**src/rtl/mem_stage_pkg.sv**
```systemverilog
// Shared definitions for the RV32I memory stage: aluop constants, FSM states,
// load/store decode and load-data extension.
package mem_stage_pkg;

  localparam int ALU_OP_BUS_W = 8;
  typedef logic [ALU_OP_BUS_W-1:0] alu_op_t;

  localparam alu_op_t EX_NOP = 8'h00;
  localparam alu_op_t EX_ADD = 8'h01;
  localparam alu_op_t EX_LB  = 8'h20;
  localparam alu_op_t EX_LH  = 8'h21;
  localparam alu_op_t EX_LW  = 8'h22;
  localparam alu_op_t EX_LBU = 8'h24;
  localparam alu_op_t EX_LHU = 8'h25;
  localparam alu_op_t EX_SB  = 8'h28;
  localparam alu_op_t EX_SH  = 8'h29;
  localparam alu_op_t EX_SW  = 8'h2a;

  typedef enum logic [1:0] {ST_IDLE, ST_ACCESS, ST_DRAIN, ST_DONE} mem_state_e;

  // last = index of the final byte (n-1)
  typedef struct packed {
    logic       is_mem;
    logic       is_load;
    logic       sgn;
    logic [1:0] last;
  } mem_dec_t;

  function automatic mem_dec_t decode(alu_op_t op);
    mem_dec_t d;
    d = '0;
    case (op)
      EX_LB:  d = '{is_mem: 1'b1, is_load: 1'b1, sgn: 1'b1, last: 2'd0};
      EX_LH:  d = '{is_mem: 1'b1, is_load: 1'b1, sgn: 1'b1, last: 2'd1};
      EX_LW:  d = '{is_mem: 1'b1, is_load: 1'b1, sgn: 1'b0, last: 2'd3};
      EX_LBU: d = '{is_mem: 1'b1, is_load: 1'b1, sgn: 1'b0, last: 2'd0};
      EX_LHU: d = '{is_mem: 1'b1, is_load: 1'b1, sgn: 1'b0, last: 2'd1};
      EX_SB:  d = '{is_mem: 1'b1, is_load: 1'b0, sgn: 1'b0, last: 2'd0};
      EX_SH:  d = '{is_mem: 1'b1, is_load: 1'b0, sgn: 1'b0, last: 2'd1};
      EX_SW:  d = '{is_mem: 1'b1, is_load: 1'b0, sgn: 1'b0, last: 2'd3};
      default: d = '0;
    endcase
    return d;
  endfunction

  function automatic logic [31:0] load_ext(logic [31:0] r, logic [1:0] last, logic sgn);
    logic [31:0] v;
    case (last)
      2'd0:    v = {{24{sgn & r[7]}}, r[7:0]};
      2'd1:    v = {{16{sgn & r[15]}}, r[15:0]};
      default: v = r;
    endcase
    return v;
  endfunction

endpackage

```
**src/rtl/mem_stage_if.sv**
```systemverilog
// Byte-wide RAM port shared with instruction fetch through the memory arbiter.
interface mem_stage_if #(parameter int ADDR_W = 32);
  logic              req;
  logic              wr;
  logic [ADDR_W-1:0] addr;
  logic [7:0]        dout;
  logic              gnt;
  logic [7:0]        din;

  modport master (output req, wr, addr, dout, input gnt, din);
  modport slave  (input req, wr, addr, dout, output gnt, din);
endinterface

```
**src/rtl/mem_byte_seq.sv**
```systemverilog
// Byte sequencer for the memory stage: FSM, byte counter, req/gnt handling
// and the load assembly register.
module mem_byte_seq
  import mem_stage_pkg::*;
(
  input  logic        clk,
  input  logic        rst,
  input  logic        mem_op,
  input  logic        is_load,
  input  logic        misalign,
  input  logic [1:0]  last,
  input  logic        gnt,
  input  logic [7:0]  din,
  output logic        req,
  output logic [1:0]  idx,
  output logic        stall,
  output logic        done,
  output logic [31:0] rdata
);

  mem_state_e state, state_nx;
  logic [1:0] cnt, cnt_nx;
  logic       rd_pend;
  logic [1:0] rd_idx;

  // The op's first (IDLE) cycle already issues byte 0, so an uncontended
  // access of n bytes holds the pipeline for n cycles (plus DRAIN for loads).
  always_comb begin
    state_nx = state;
    cnt_nx   = cnt;
    req      = 1'b0;
    stall    = 1'b0;
    case (state)
      ST_IDLE: if (mem_op) begin
        stall = 1'b1;
        if (misalign) state_nx = ST_DONE;
        else begin
          req      = 1'b1;
          state_nx = ST_ACCESS;
        end
      end
      ST_ACCESS: begin
        stall = 1'b1;
        req   = 1'b1;
      end
      ST_DRAIN: begin
        stall    = 1'b1;
        state_nx = ST_DONE;
      end
      ST_DONE: state_nx = ST_IDLE;
      default: state_nx = ST_IDLE;
    endcase
    if (req && gnt) begin
      if (cnt == last) begin
        state_nx = is_load ? ST_DRAIN : ST_DONE;
        cnt_nx   = 2'd0;
      end else begin
        state_nx = ST_ACCESS;
        cnt_nx   = cnt + 2'd1;
      end
    end
  end

  always_ff @(posedge clk or negedge rst) begin
    if (!rst) begin
      state   <= ST_IDLE;
      cnt     <= 2'd0;
      rd_pend <= 1'b0;
      rd_idx  <= 2'd0;
      rdata   <= '0;
    end else begin
      state   <= state_nx;
      cnt     <= cnt_nx;
      rd_pend <= req && gnt && is_load;
      rd_idx  <= cnt;
      // read byte arrives the cycle after its grant
      if (rd_pend) rdata[{rd_idx, 3'b000} +: 8] <= din;
    end
  end

  assign idx  = cnt;
  assign done = (state == ST_DONE);

endmodule

```
**src/rtl/mem_stage.sv**
```systemverilog
// RV32I memory stage: ALU pass-through, byte-serial loads/stores on the shared RAM port.
// Optional MEM_ALIGN_CHECK_EN: misaligned halfword/word accesses complete without RAM access.
module mem_stage
  import mem_stage_pkg::*;
#(
  parameter int ADDR_W = 32,
  parameter int OP_W   = ALU_OP_BUS_W
)(
  input  logic              clk,
  input  logic              rst,
  input  logic [OP_W-1:0]   aluop_i,
  input  logic [4:0]        wd_i,
  input  logic              wreg_i,
  input  logic [31:0]       wdata_i,
  input  logic [ADDR_W-1:0] memd_i,
  mem_stage_if.master       mem,
  output logic [4:0]        wd_o,
  output logic              wreg_o,
  output logic [31:0]       wdata_o,
  output logic              stall_req
);

  mem_dec_t    dec;
  logic        misalign;
  logic        req, stall, done;
  logic [1:0]  idx;
  logic [31:0] rdata;

  assign dec = decode(alu_op_t'(aluop_i));

`ifdef MEM_ALIGN_CHECK_EN
  assign misalign = dec.is_mem &&
                    (((dec.last == 2'd1) && memd_i[0]) ||
                     ((dec.last == 2'd3) && (memd_i[1:0] != 2'b00)));
`else
  assign misalign = 1'b0;
`endif

  mem_byte_seq u_seq (
    .clk      (clk),
    .rst      (rst),
    .mem_op   (dec.is_mem),
    .is_load  (dec.is_load),
    .misalign (misalign),
    .last     (dec.last),
    .gnt      (mem.gnt),
    .din      (mem.din),
    .req      (req),
    .idx      (idx),
    .stall    (stall),
    .done     (done),
    .rdata    (rdata)
  );

  // Outputs are gated by reset so an abort drops req/wr in the same instant.
  always_comb begin
    mem.req   = 1'b0;
    mem.wr    = 1'b0;
    mem.addr  = '0;
    mem.dout  = '0;
    wd_o      = '0;
    wreg_o    = 1'b0;
    wdata_o   = '0;
    stall_req = 1'b0;
    if (rst) begin
      stall_req = stall;
      if (req) begin
        mem.req  = 1'b1;
        mem.wr   = ~dec.is_load;
        mem.addr = memd_i + ADDR_W'(idx);
        mem.dout = wdata_i[{idx, 3'b000} +: 8];
      end
      wd_o = wd_i;
      if (!dec.is_mem) begin
        wreg_o  = wreg_i;
        wdata_o = wdata_i;
      end else if (done && !misalign && dec.is_load) begin
        wreg_o  = wreg_i;
        wdata_o = load_ext(rdata, dec.last, dec.sgn);
      end
      if (wd_i == 5'd0) wreg_o = 1'b0;
    end
  end

endmodule

```
**src/flat_wrapper.sv**
```systemverilog
// flat-port wrapper written by rule: the top's interface ports become plain ports
module mem_stage_flat import mem_stage_pkg::*;
#(
  parameter int ADDR_W = 32,
  parameter int OP_W   = ALU_OP_BUS_W
)
  (clk, rst, aluop_i, wd_i, wreg_i, wdata_i, memd_i, wd_o, wreg_o, wdata_o, stall_req, mem_req, mem_wr, mem_addr, mem_dout, mem_gnt, mem_din);
  mem_stage_if #(.ADDR_W(ADDR_W)) mem_i ();
  input  logic clk;
  input  logic rst;
  input  logic [OP_W-1:0] aluop_i;
  input  logic [4:0] wd_i;
  input  logic wreg_i;
  input  logic [31:0] wdata_i;
  input  logic [ADDR_W-1:0] memd_i;
  output logic [4:0] wd_o;
  output logic wreg_o;
  output logic [31:0] wdata_o;
  output logic stall_req;
  output wire logic [$bits(mem_i.req)-1:0] mem_req;
  output wire logic [$bits(mem_i.wr)-1:0] mem_wr;
  output wire logic [$bits(mem_i.addr)-1:0] mem_addr;
  output wire logic [$bits(mem_i.dout)-1:0] mem_dout;
  input wire logic [$bits(mem_i.gnt)-1:0] mem_gnt;
  input wire logic [$bits(mem_i.din)-1:0] mem_din;
  assign mem_req = mem_i.req;
  assign mem_wr = mem_i.wr;
  assign mem_addr = mem_i.addr;
  assign mem_dout = mem_i.dout;
  assign mem_i.gnt = mem_gnt;
  assign mem_i.din = mem_din;
  mem_stage #(.ADDR_W(ADDR_W), .OP_W(OP_W)) u_core (.clk(clk), .rst(rst), .aluop_i(aluop_i), .wd_i(wd_i), .wreg_i(wreg_i), .wdata_i(wdata_i), .memd_i(memd_i), .mem(mem_i), .wd_o(wd_o), .wreg_o(wreg_o), .wdata_o(wdata_o), .stall_req(stall_req));
endmodule
```
**config.mk**
```make
export PLATFORM = sky130hd
export DESIGN_NAME = mem_stage_flat
export DESIGN_NICKNAME = d
export VERILOG_FILES = /design/src/rtl/mem_stage_pkg.sv /design/src/rtl/mem_stage_if.sv /design/src/rtl/mem_byte_seq.sv /design/src/rtl/mem_stage.sv /design/src/flat_wrapper.sv
export SDC_FILE = /design/constraint.sdc
export NUM_CORES = 1
export LEC_CHECK = 0
export ABC_CLOCK_PERIOD_IN_PS = 2400
export BUFFER_PORTS_ARGS = -buffer_cell sky130_fd_sc_hd__buf_2
export CORE_UTILIZATION = 25
export DETAILED_ROUTE_END_ITERATION = 12
export GPL_TIMING_DRIVEN = 0
export HOLD_SLACK_MARGIN = 0.05
export PLACE_DENSITY = 0.51
export SETUP_SLACK_MARGIN = 0.02
export SLEW_MARGIN = 20
export SYNTH_ARGS = -nofsm -noshare
export SYNTH_HDL_FRONTEND = slang
export SYNTH_HIERARCHICAL = 1
export SYNTH_SLANG_ARGS = --single-unit
```
**constraint.sdc**
```tcl
create_clock -name clk -period 2.4 [get_ports clk]
set_input_delay 0.12 -clock clk [delete_from_list [all_inputs] [get_ports clk]]
set_output_delay 0.12 -clock clk [all_outputs]
set_load 0.05 [all_outputs]
```
==> results.md, run 1 <==
* Grt ovf at 0
* Syn avg cell area at between 8 and 9 µm²
* EDFF count, synth at 0
* Routed via count at about 3700
* Area Overhead vs Synth at 48.08%
* Data required, critical path at roughly 2300 ps
* Final hold violations at 0
* Sequential share of power at 23.8%
* Register area at around 980 µm²
* Row cnt at 41
* Crit path launch type: register
* Initial DRC Count at 255
* Io pins at 170
* Critical path fanouts, max at 4
* Mapped cell area at 0.003331 mm²
* Clock power frac at a little under a fifth
* Net Sw Frac at approximately 46%
* Worst Clk Skew at around 2.9 ps
* # clock sinks at 39
* Pleak at 2.470 nW
* Post-detail-place hpwl at ~9600 µm
* # Max-Cap Violations at 0
* Max Clock Freq at between 400 and 500 MHz
* Int Power at around 0.0018 W
* # port buffers at 167
* Ys async rst share at between 90% and 100%
* Final Wtd Congestion at between 0.8 and 0.9
* Global-route usage over all layers at about 18%
* Die ar. at 0.01379 mm²
* Diode count at 0
* Area occupied by multi-input gates at between 0.002 and 0.0025 mm²
* Hold Crit Depth at 2
* Core Area at 0.01282 mm²
* Final setup vio count at 3
* Share of cells above drive strength 1 at 43.10%
* Power density of the placed cells at between 600 and 700 mW/mm²
* Failing checks: negative setup slack
* DIE WIDTH at 117.4 µm
* Via/cell ratio at 4.883
* CTS max path bufs at 2
* Initial antenna violation count at 0
* TritonCTS clock tree: done
* Vias in the first global route at around 3700
* Worst Max-Slew Pin Slew at between 500 and 600 ps
* Yosys cell types at between 40 and 50
* Synth Register Bits at 39
* Final wirelength at ~12000 µm
* Hold Path Class: in2reg
* # fillers at roughly 1300
* Post-Synthesis Cells at ~400
* VDD IR max at approximately 0.28 mV
* H-tree depth at 2
* Final Max Slew Viols at 0
* DRC at 0
* Worst-skew pair later-pin latency at between 200 and 300 ps
* CTS root buf: clkbuf_16
* Die height at around 120 µm
* Min Hold Slack at around 150 ps
* Combinational power share at approximately 57%
* Period minus WS final at roughly 2400 ps
* Remaining antenna violation count at 0
* DR pass1 iterations at 4
* Largest net degree at the start of global routing at 40
* Crit end category: output port
* Synth Flop Type: dfrtp_1
* Worst reg2reg path depth at 4
* Starting density of the core at about a quarter
* WS Path Type: reg2out
* PnR worst setup slack at -11.66 ps
* WP data arrival at ~2300 ps
* RSZ-0062 raised after global routing: yes
* Final Cycle Share at 100.5%
* Avg WL per Cell at between 15 and 20 µm
* Clk slew on worst S/H paths at roughly 50 ps
* YS warnings at 6
* CTS Buf Count at 5
* Number of nets in the layout at roughly 680
* Net Switching at roughly 0.0015 W
* Post-synthesis sequential area ratio at 29.30%
* First-pass GRT wire length at 19650 µm
* Slew headroom at 64.57%
* TNS Setup at -23.54 ps
* Status: finished, violations left
-- worst paths after layout --
path,slack (ps),from,to
max,-10,u_core/u_seq/idx[1],mem_addr[29]
min,150,mem_gnt,u_core/u_seq/rd_pend
max reg2reg,520,u_core/u_seq/rd_idx[0],u_core/u_seq/rdata[4]
min reg2reg,510,u_core/u_seq/rdata[19],u_core/u_seq/rdata[19]
max in group asynchronous,1800,rst,u_core/u_seq/state[1]
min in group asynchronous,380,rst,u_core/u_seq/rdata[3]
-- final cells by class --
cell class | count | share of cell area (%)
Timing Repair Buffer | 183 | 22.04
Buffer | 21 | 2.410
Sequential cell | 39 | 19.86
Multi-Input combinational cell | 317 | 47.41
Clock inverter | 1 | 0.1015
Clock buffer | 6 | 2.816
Inverter | 13 | 0.9893
Tap cell | 172 | 4.363
-- flip-flops by register name, summed over array words and instances (netlist names) --
signal and flops:
u_core/u_seq/state 2, u_core/u_seq/rd_pend 1, u_core/u_seq/idx 2, u_core/u_seq/rd_idx 2
u_core/u_seq/rdata 32
-- critical path, stage by stage (launching register included) --
cell and delay (ps):
dfrtp_2 420, ha_4 260, a21o_1 160, nor4b_4 230
buf_6 170, nand3_4 90, or4_4 440, nand2_2 90
buf_8 150
-- through the flow --
| step | utilization, % | power (W) | worst slack (ps) | cell area [µm²] | std cells |
|---|---|---|---|---|---|
| after detailed placement | 34.43 | 0.002536 | -359.2 | 4415 | 729 |
| after global routing | 38.46 | 0.003546 | -126.7 | 4932 | 752 |
| after floorplan | - | 0.002080 | -61.53 | 3364 | 390 |
| final | 38.46 | 0.003345 | -11.66 | 4932 | 752 |
| after CTS | 37.12 | 0.003296 | -14.87 | 4761 | 749 |
| after global placement | 34.43 | 0.002519 | -363.4 | 4415 | 729 |
-- Yosys cell counts, drive strengths merged, types with 10 or more instances --
library cell | instances | area [µm²]
dfrtp | 39 | 975.9
a22o | 33 | 289.0
nor2 | 56 | 217.7
xor2 | 20 | 175.2
ha | 12 | 150.1
nand3 | 19 | 100.1
nand2 | 38 | 150.1
clkbuf | 13 | 48.80
inv | 13 | 48.80
o21ai | 23 | 118.9
and2 | 18 | 112.6
xnor2 | 10 | 87.58
-- timing repair --
action | 4_1_cts | 5_1_grt
hold buffers | 2 | 0
setup buffers | 11 | 3
endpoints found under the hold margin | 39 | 0
pin swaps | 3 | 9
gates resized for setup | 32 | 58
setup endpoints to repair | 60 | 57
-- layout by cell type (no fill, tap or decap), drive strengths merged, types with 3 or more instances in the layout --
master    n
a221o     8
a21oi     5
xor2     20
nor3      5
a22o     33
o21ai    23
inv      13
clkbuf   24
nand3    19
xnor2    10
mux4      8
nand4     9
and2     18
dfrtp    39
nor2     56
and3      9
nor2b     8
nor4b     3
a22oi     9
nand2    38
and4      4
ha       12
buf     185
-- per-layer routing --
layer  global-route usage, %  vias to the layer above  wire length [µm]
met5                       0                        -                 0
met4                   3.084                        0               102
met3                   2.043                        8               513
met2                   29.99                      116              6134
met1                   24.00                     1776              5508
li1                        -                     1772                 -
-- power by group through the flow --
stage	registers (W)	logic (W)	clock network (W)
after floorplan	0.000791	0.00129	0
after CTS	0.000789	0.00185	0.000654
after global routing	0.000804	0.00205	0.000687
after detailed placement	0.000815	0.00172	0
after global placement	0.000815	0.00170	0
final	0.000795	0.00191	0.000640
-- kinds of logic after synthesis --
family	synth area share, %
compound gates	19.05
other cells	0.1126
mux	5.747
buf+inv	4.208
xor+xnor	7.889
simple gates	28.59
fa+ha+maj	5.109
flops	29.30
No activity file was read; power rests on OpenSTA's default activity.
==> run 2, diff against run 1 <==
- CORE_ASPECT_RATIO: default -> 1.25
==> run 2 against run 1 <==
Effect of this change: the flow now finishes without violations; clock skew rose by 1.8 ps; sequential power fell by 1%; combinational power grew 4%; core utilization increased by 0.78 points; setup slack improved by 44 ps; routed wire length is 2.0% lower; total power is 8.5% higher; via count rose by 1.2%; largest cell class unchanged; non-clock buffer count up 5; flip-flop and latch count unchanged.
==> results.md, run 2 (same netlist as run 1, synthesis figures left out) <==
* Design Power at 0.003630 W (+8.5%)
* Critical path fanouts, max at 4 (unchanged)
* Share of cells above drive strength 1 at 44.12% (+1.0 points)
* Initial antenna violation count at 0 (unchanged)
* DRC at 0 (unchanged)
* Avg WL per Cell at 15.91 µm (-2.4%)
* CTS Buf Count at 5 (unchanged)
* Final Cycle Share at 98.67% (-1.8 points)
* Hold Path Class: in2reg
* Clk slew on worst S/H paths at 60 ps (about the same)
* # Max-Cap Violations at 0 (unchanged)
* Core Area at 0.01283 mm² (about the same)
* Worst-skew pair later-pin latency at 280 ps (about the same)
* Final wirelength at 12010 µm (-2.0%)
* Commonest cells after routing, fill and taps aside: buf_2, nor2_1, dfrtp_1
* Status: complete, no violations
* Remaining antenna violation count at 0 (unchanged)
* Period minus WS final at 2368 ps (-43.57 ps)
* DR pass1 iterations at 4 (unchanged)
* Post-layout util at 39.24% (+0.78 points)
* Final setup vio count at 0 (-3)
* Via/cell ratio at 4.922 (+0.80%)
* Data required, critical path at 2280 ps (about the same)
* First-pass GRT wire length at 18700 µm (-4.8%)
* Area Overhead vs Synth at 51.20%
* Die ar. at 0.01379 mm² (about the same)
* Row cnt at 46 (+12%)
* # clock sinks at 39 (unchanged)
* Pleak at 2.513 nW (+1.8%)
* Crit path launch type: register
* Post-detail-place hpwl at 9267 µm (-3.8%)
* Final Wtd Congestion at 0.8102 (-7.4%)
* Grt ovf at 0 (unchanged)
* Largest net degree at the start of global routing at 40 (unchanged)
* Non-filler cells, final at 755 (+0.40%)
* Reg with most FFs: u_core/u_seq/rdata
* RSZ-0062 raised after global routing: yes
* Routed via count at 3716 (+1.2%)
* Diode count at 0 (unchanged)
* Worst reg2reg path depth at 4 (unchanged)
* WS Path Type: reg2out
* CTS root buf: clkbuf_16
* Io pins at 170 (unchanged)
* Number of nets in the layout at 688 (+0.88%)
* Post-DP Area at 0.004410 mm² (-0.11%)
* Commonest non-fill, non-tap cell in the layout: buf_2
* Min Hold Slack at 129.6 ps (-24.95 ps)
* Final Cell Area at 0.005036 mm² (+2.1%)
* H-tree depth at 2 (unchanged)
* Global-route usage over all layers at 17.26% (-0.34 points)
* Final Max Slew Viols at 0 (unchanged)
* DP Cell Count at 725 (-0.55%)
* Slew headroom at 64.09% (-0.47 points)
* TritonCTS clock tree: done
* Power density of the placed cells at 720.7 mW/mm² (+6.3%)
* # port buffers at 167 (unchanged)
* DIE WIDTH at 105.2 µm (-10%)
* Die height at 131.1 µm (+12%)
* Crit end category: output port
* Hold Crit Depth at 2 (unchanged)
* WP data arrival at 2250 ps (-40 ps)
* Vias in the first global route at 3749 (+1.2%)
* Worst Clk Skew at 4.689 ps (+1.768 ps)
* Worst Max-Slew Pin Slew at 538.6 ps (+11.14 ps)
* Starting density of the core at 25.95% (about the same)
* Max Clock Freq at 422.3 MHz (+1.8%)
* Initial DRC Count at 203 (-20%)
* Max FFs per register at 32 (unchanged)
* Final hold violations at 0 (unchanged)
* CTS max path bufs at 2 (unchanged)
* VDD IR max at 0.3398 mV (+20%)
==> run 2: layer usage <==
layer,vias to the layer above,routed length (µm),global-route usage [%]
li1,1781,-,-
met5,-,0,0
met3,9,829,3.065
met2,143,6412,32.62
met4,0,121,4.225
met1,1783,4646,20.21
==> run 2: layout make-up <==
| class | count | area, µm² |
|---|---|---|
| Buffer | 21 | 112.6 |
| Clock buffer | 6 | 128.9 |
| Clock inverter | 2 | 60.06 |
| Fill cell | 1323 | 7799 |
| Inverter | 13 | 52.55 |
| Multi-Input combinational cell | 317 | 2365 |
| Sequential cell | 39 | 978.4 |
| Tap cell | 168 | 210.2 |
| Timing Repair Buffer | 188 | 1121 |
| Timing Repair inverter | 1 | 7.507 |
==> run 2: per-stage QoR <==
stage / setup TNS [ps] / setup WS [ps]
after global placement: -10480 / -415.6
after CTS: -68.78 / -22.09
after detailed placement: -11440 / -399.9
final: 0 / 31.91
after floorplan: -61.53 / -61.53
after global routing: -155.3 / -53.89
==> run 2: report_power, final <==
group | internal [W] | leakage [nW] | switching (W)
Clock | 0.000596 | 0.0911 | 0.000255
Combinational | 0.000711 | 1.89 | 0.00128
Sequential | 0.000724 | 0.532 | 0.0000595
==> run 2: repair_timing <==
action / 4_1_cts / 5_1_grt
hold buffers: 2 / 0
pin swaps: 4 / 13
endpoints found under the setup margin: 64 / 54
hold endpoints to repair: 39 / 0
setup buffers: 15 / 4
resized for setup: 40 / 45
cloned: 2 / 0
==> run 2: worst paths after layout <==
path                                              from                      to  slack [ps]
worst max-delay path               u_core/u_seq/idx[1]            mem_addr[31]          30
worst min-delay path                        mem_din[2]  u_core/u_seq/rdata[10]         130
worst max register to register  u_core/u_seq/rd_idx[0]   u_core/u_seq/rdata[6]         530
worst min register to register  u_core/u_seq/rdata[29]  u_core/u_seq/rdata[29]         510
max in group asynchronous                          rst     u_core/u_seq/idx[1]        1770
min in group asynchronous                          rst  u_core/u_seq/rdata[28]         410
==> run 2: worst max-delay path, stage by stage (launching register included) <==
cell and delay (ps):
dfrtp_2 440, ha_4 270, a21o_1 120, nor4b_4 200, buf_6 160, nand3_2 70, or3_4 400, a21oi_4 150
buf_8 160
==> run 3, diff against run 2 <==
- ABC_CLOCK_PERIOD_IN_PS: 2400 -> 3000
- CORE_MARGIN: default -> 2
- clock period: 2.4 -> 3 ns (I/O delays scaled with it)
==> run 3 against run 2 <==
Effect of this change: setup slack improved by 250 ps; register-to-register slack better by 620 ps; final cell count down 1.9%; die area grew 3.5%; non-clock buffer count shrank 15; via count shrank 1.2%; first-iteration DRC count decreased by 42%; combinational power is 32% lower; design area shrank 8.7%; critical path depth is the same; clock power down 39%; highest routed layer unchanged.
==> results.md, run 3 (same netlist as run 1, synthesis figures left out) <==
* Status: complete, no violations
* Die height at 133.1 µm (+1.5%)
* Core Area at 0.01311 mm² (+2.2%)
* CTS max path bufs at 2 (unchanged)
* TritonCTS clock tree: done
* Power density of the placed cells at 549.9 mW/mm² (-24%)
* Io pins at 170 (unchanged)
* Grt ovf at 0 (unchanged)
* DIE WIDTH at 107.2 µm (+1.9%)
* Final Wtd Congestion at 0.8332 (+2.8%)
* Pleak at 2.382 nW (-5.2%)
* # clock sinks at 39 (unchanged)
* Remaining antenna violation count at 0 (unchanged)
* Die ar. at 0.01427 mm² (+3.5%)
* DRC at 0 (unchanged)
* Crit path max-delay cell type: dfrtp_1
* Critical path fanouts, max at 7 (+3)
* VDD IR max at 0.2633 mV (-23%)
* CP bufs+invs at 1 (-1)
* Final wirelength at 11570 µm (-3.7%)
* Vias in the first global route at 3558 (-5.1%)
* WS Path Type: reg2out
* Initial antenna violation count at 0 (unchanged)
* # fillers at 1412 (+6.7%)
* DR pass1 iterations at 4 (unchanged)
* # port buffers at 167 (unchanged)
* Avg WL per Cell at 15.61 µm (-1.9%)
* Clk slew on worst S/H paths at 60 ps (about the same)
* TNS Setup at 0 ps (unchanged)
* Final hold violations at 0 (unchanged)
* Max FFs per register at 32 (unchanged)
* H-tree depth at 2 (unchanged)
* Max Clock Freq at approximately 370 MHz
* Worst Clk Skew at 5.755 ps (+1.066 ps)
* Crit end category: output port
* RSZ-0062 raised after global routing: no
* Crit-path max cell delay at 510 ps (+70 ps)
* Initial DRC Count at 117 (-42%)
* Slew headroom at 46.02% (-18 points)
* # Max-Cap Violations at 0 (unchanged)
* Number of nets in the layout at 672 (-2.3%)
* Final Cycle Share at between 90% and 100%
* Via/cell ratio at 4.953 (+0.63%)
* Reg2Reg Setup Slack at 1150 ps (+620 ps)
* Crit path launch type: register
* Top delay family on crit path: simple AND/OR/NAND/NOR gates
* Final setup vio count at 0 (unchanged)
* CTS Buf Count at 5 (unchanged)
* Period minus WS final at roughly 2700 ps
* Diode count at 0 (unchanged)
* Min Hold Slack at 162.4 ps (+32.82 ps)
* Worst Max-Slew Pin Slew at 807.1 ps (+268.5 ps)
* Routed via count at 3670 (-1.2%)
* Worst-skew pair later-pin latency at 280 ps (about the same)
* Largest net degree at the start of global routing at 28 (-30%)
* CTS root buf: clkbuf_16
* Commonest non-fill, non-tap cell in the layout: buf_2
* Commonest cells after routing, fill and taps aside: buf_2, nor2_1, dfrtp_1
* Data required, critical path at 2850 ps (+570 ps)
* Hold Path Class: in2reg
* Worst-path cell chain: ha_1 > fa_1 > nand4_1 > nor3_4 > nand2_1 > or3_1 > a21oi_1 > buf_2
* Final Max Slew Viols at 0 (unchanged)
* Global-route usage over all layers at 15.54% (-1.7 points)
* Area Overhead vs Synth at 38.09%
* Share of cells above drive strength 1 at 36.14% (-8.0 points)
* First-pass GRT wire length at 17680 µm (-5.4%)
* Row cnt at 47 (+2.2%)
* Post-detail-place hpwl at 9385 µm (+1.3%)
* WP data arrival at 2570 ps (+320 ps)
* Reg with most FFs: u_core/u_seq/rdata
* Starting density of the core at 25.40% (-0.55 points)
run 3: cell types whose count changed in the layout (fill, tap and decap cells not counted), moves of 5 or more:
cell | previous run | this run
clkbuf_2 | 5 | 0
clkbuf_4 | 10 | 1
nor2_1 | 45 | 55
buf_4 | 23 | 6
buf_6 | 12 | 0
clkbuf_1 | 7 | 13
nor2_2 | 10 | 0
buf_2 | 148 | 170
run 3: worst paths after layout:
| check | from | endpoint | cells past startpoint |
|---|---|---|---|
| max | u_core/u_seq/idx[0] | mem_addr[30] | 8 |
| min | mem_din[3] | u_core/u_seq/rdata[3] | 2 |
| max reg2reg | u_core/u_seq/rd_idx[0] | u_core/u_seq/rdata[1] | 4 |
| min reg2reg | u_core/u_seq/rdata[4] | u_core/u_seq/rdata[4] | 1 |
| max in group asynchronous | rst | u_core/u_seq/rd_idx[1] | 3 |
| min in group asynchronous | rst | u_core/u_seq/rdata[31] | 2 |
run 3: per-stage QoR:
stage / setup WS [ps] / area [µm²] / instances / utilization (%) / power (W)
5_1_grt: 92.40 / 4599 / 741 / 35.07 / 0.002672
3_3_place_gp: 190.9 / 4384 / 728 / 33.43 / 0.001997
4_1_cts: 35.89 / 4562 / 738 / 34.79 / 0.002551
2_1_floorplan: 222.6 / 3334 / 390 / - / 0.001649
6_report: 277.9 / 4599 / 741 / 35.07 / 0.002529
3_5_place_dp: 166.3 / 4384 / 728 / 33.43 / 0.002025
run 3: worst reg2reg max path, cell delays in order, from the launching register on:
cell	delay (ps)
dfrtp_1	470
inv_1	140
ha_1	410
nor4b_4	550
a22o_1	220
run 3: what timing repair did:
action,in CTS,in global routing
buffers inserted,1,3
resized for setup,1,3
hold buffers,2,0
endpoints found under the setup margin,2,9
endpoints found under the hold margin,17,0
pin swaps,1,0
run 3: final cells by class:
type / count / area [µm²] / area share, %
clock buffer: 6 / 138.9 / 3.020
multi-input combinational: 317 / 2233 / 48.56
tap: 171 / 214.0 / 4.652
inverter: 13 / 52.55 / 1.143
buffer: 21 / 91.34 / 1.986
sequential: 39 / 975.9 / 21.22
timing repair buffer: 173 / 888.4 / 19.31
clock inverter: 1 / 5.005 / 0.1088
run 3: power breakdown:
| group | switching [W] | total, W | internal [W] |
|---|---|---|---|
| clock network | 0.000196 | 0.000520 | 0.000324 |
| registers | 0.0000673 | 0.000645 | 0.000577 |
| logic | 0.000937 | 0.00136 | 0.000427 |
| total | 0.00120 | 0.00253 | 0.00133 |
run 3: layer usage:
layer  vias up  part of all wire [%]  GRT usage (%)
met5         -                     0              0
met4         0                   1.9          4.690
met3        12                   6.3          2.512
met2       150                    51          28.48
met1      1753                    41          18.29
li1       1755                     -              -
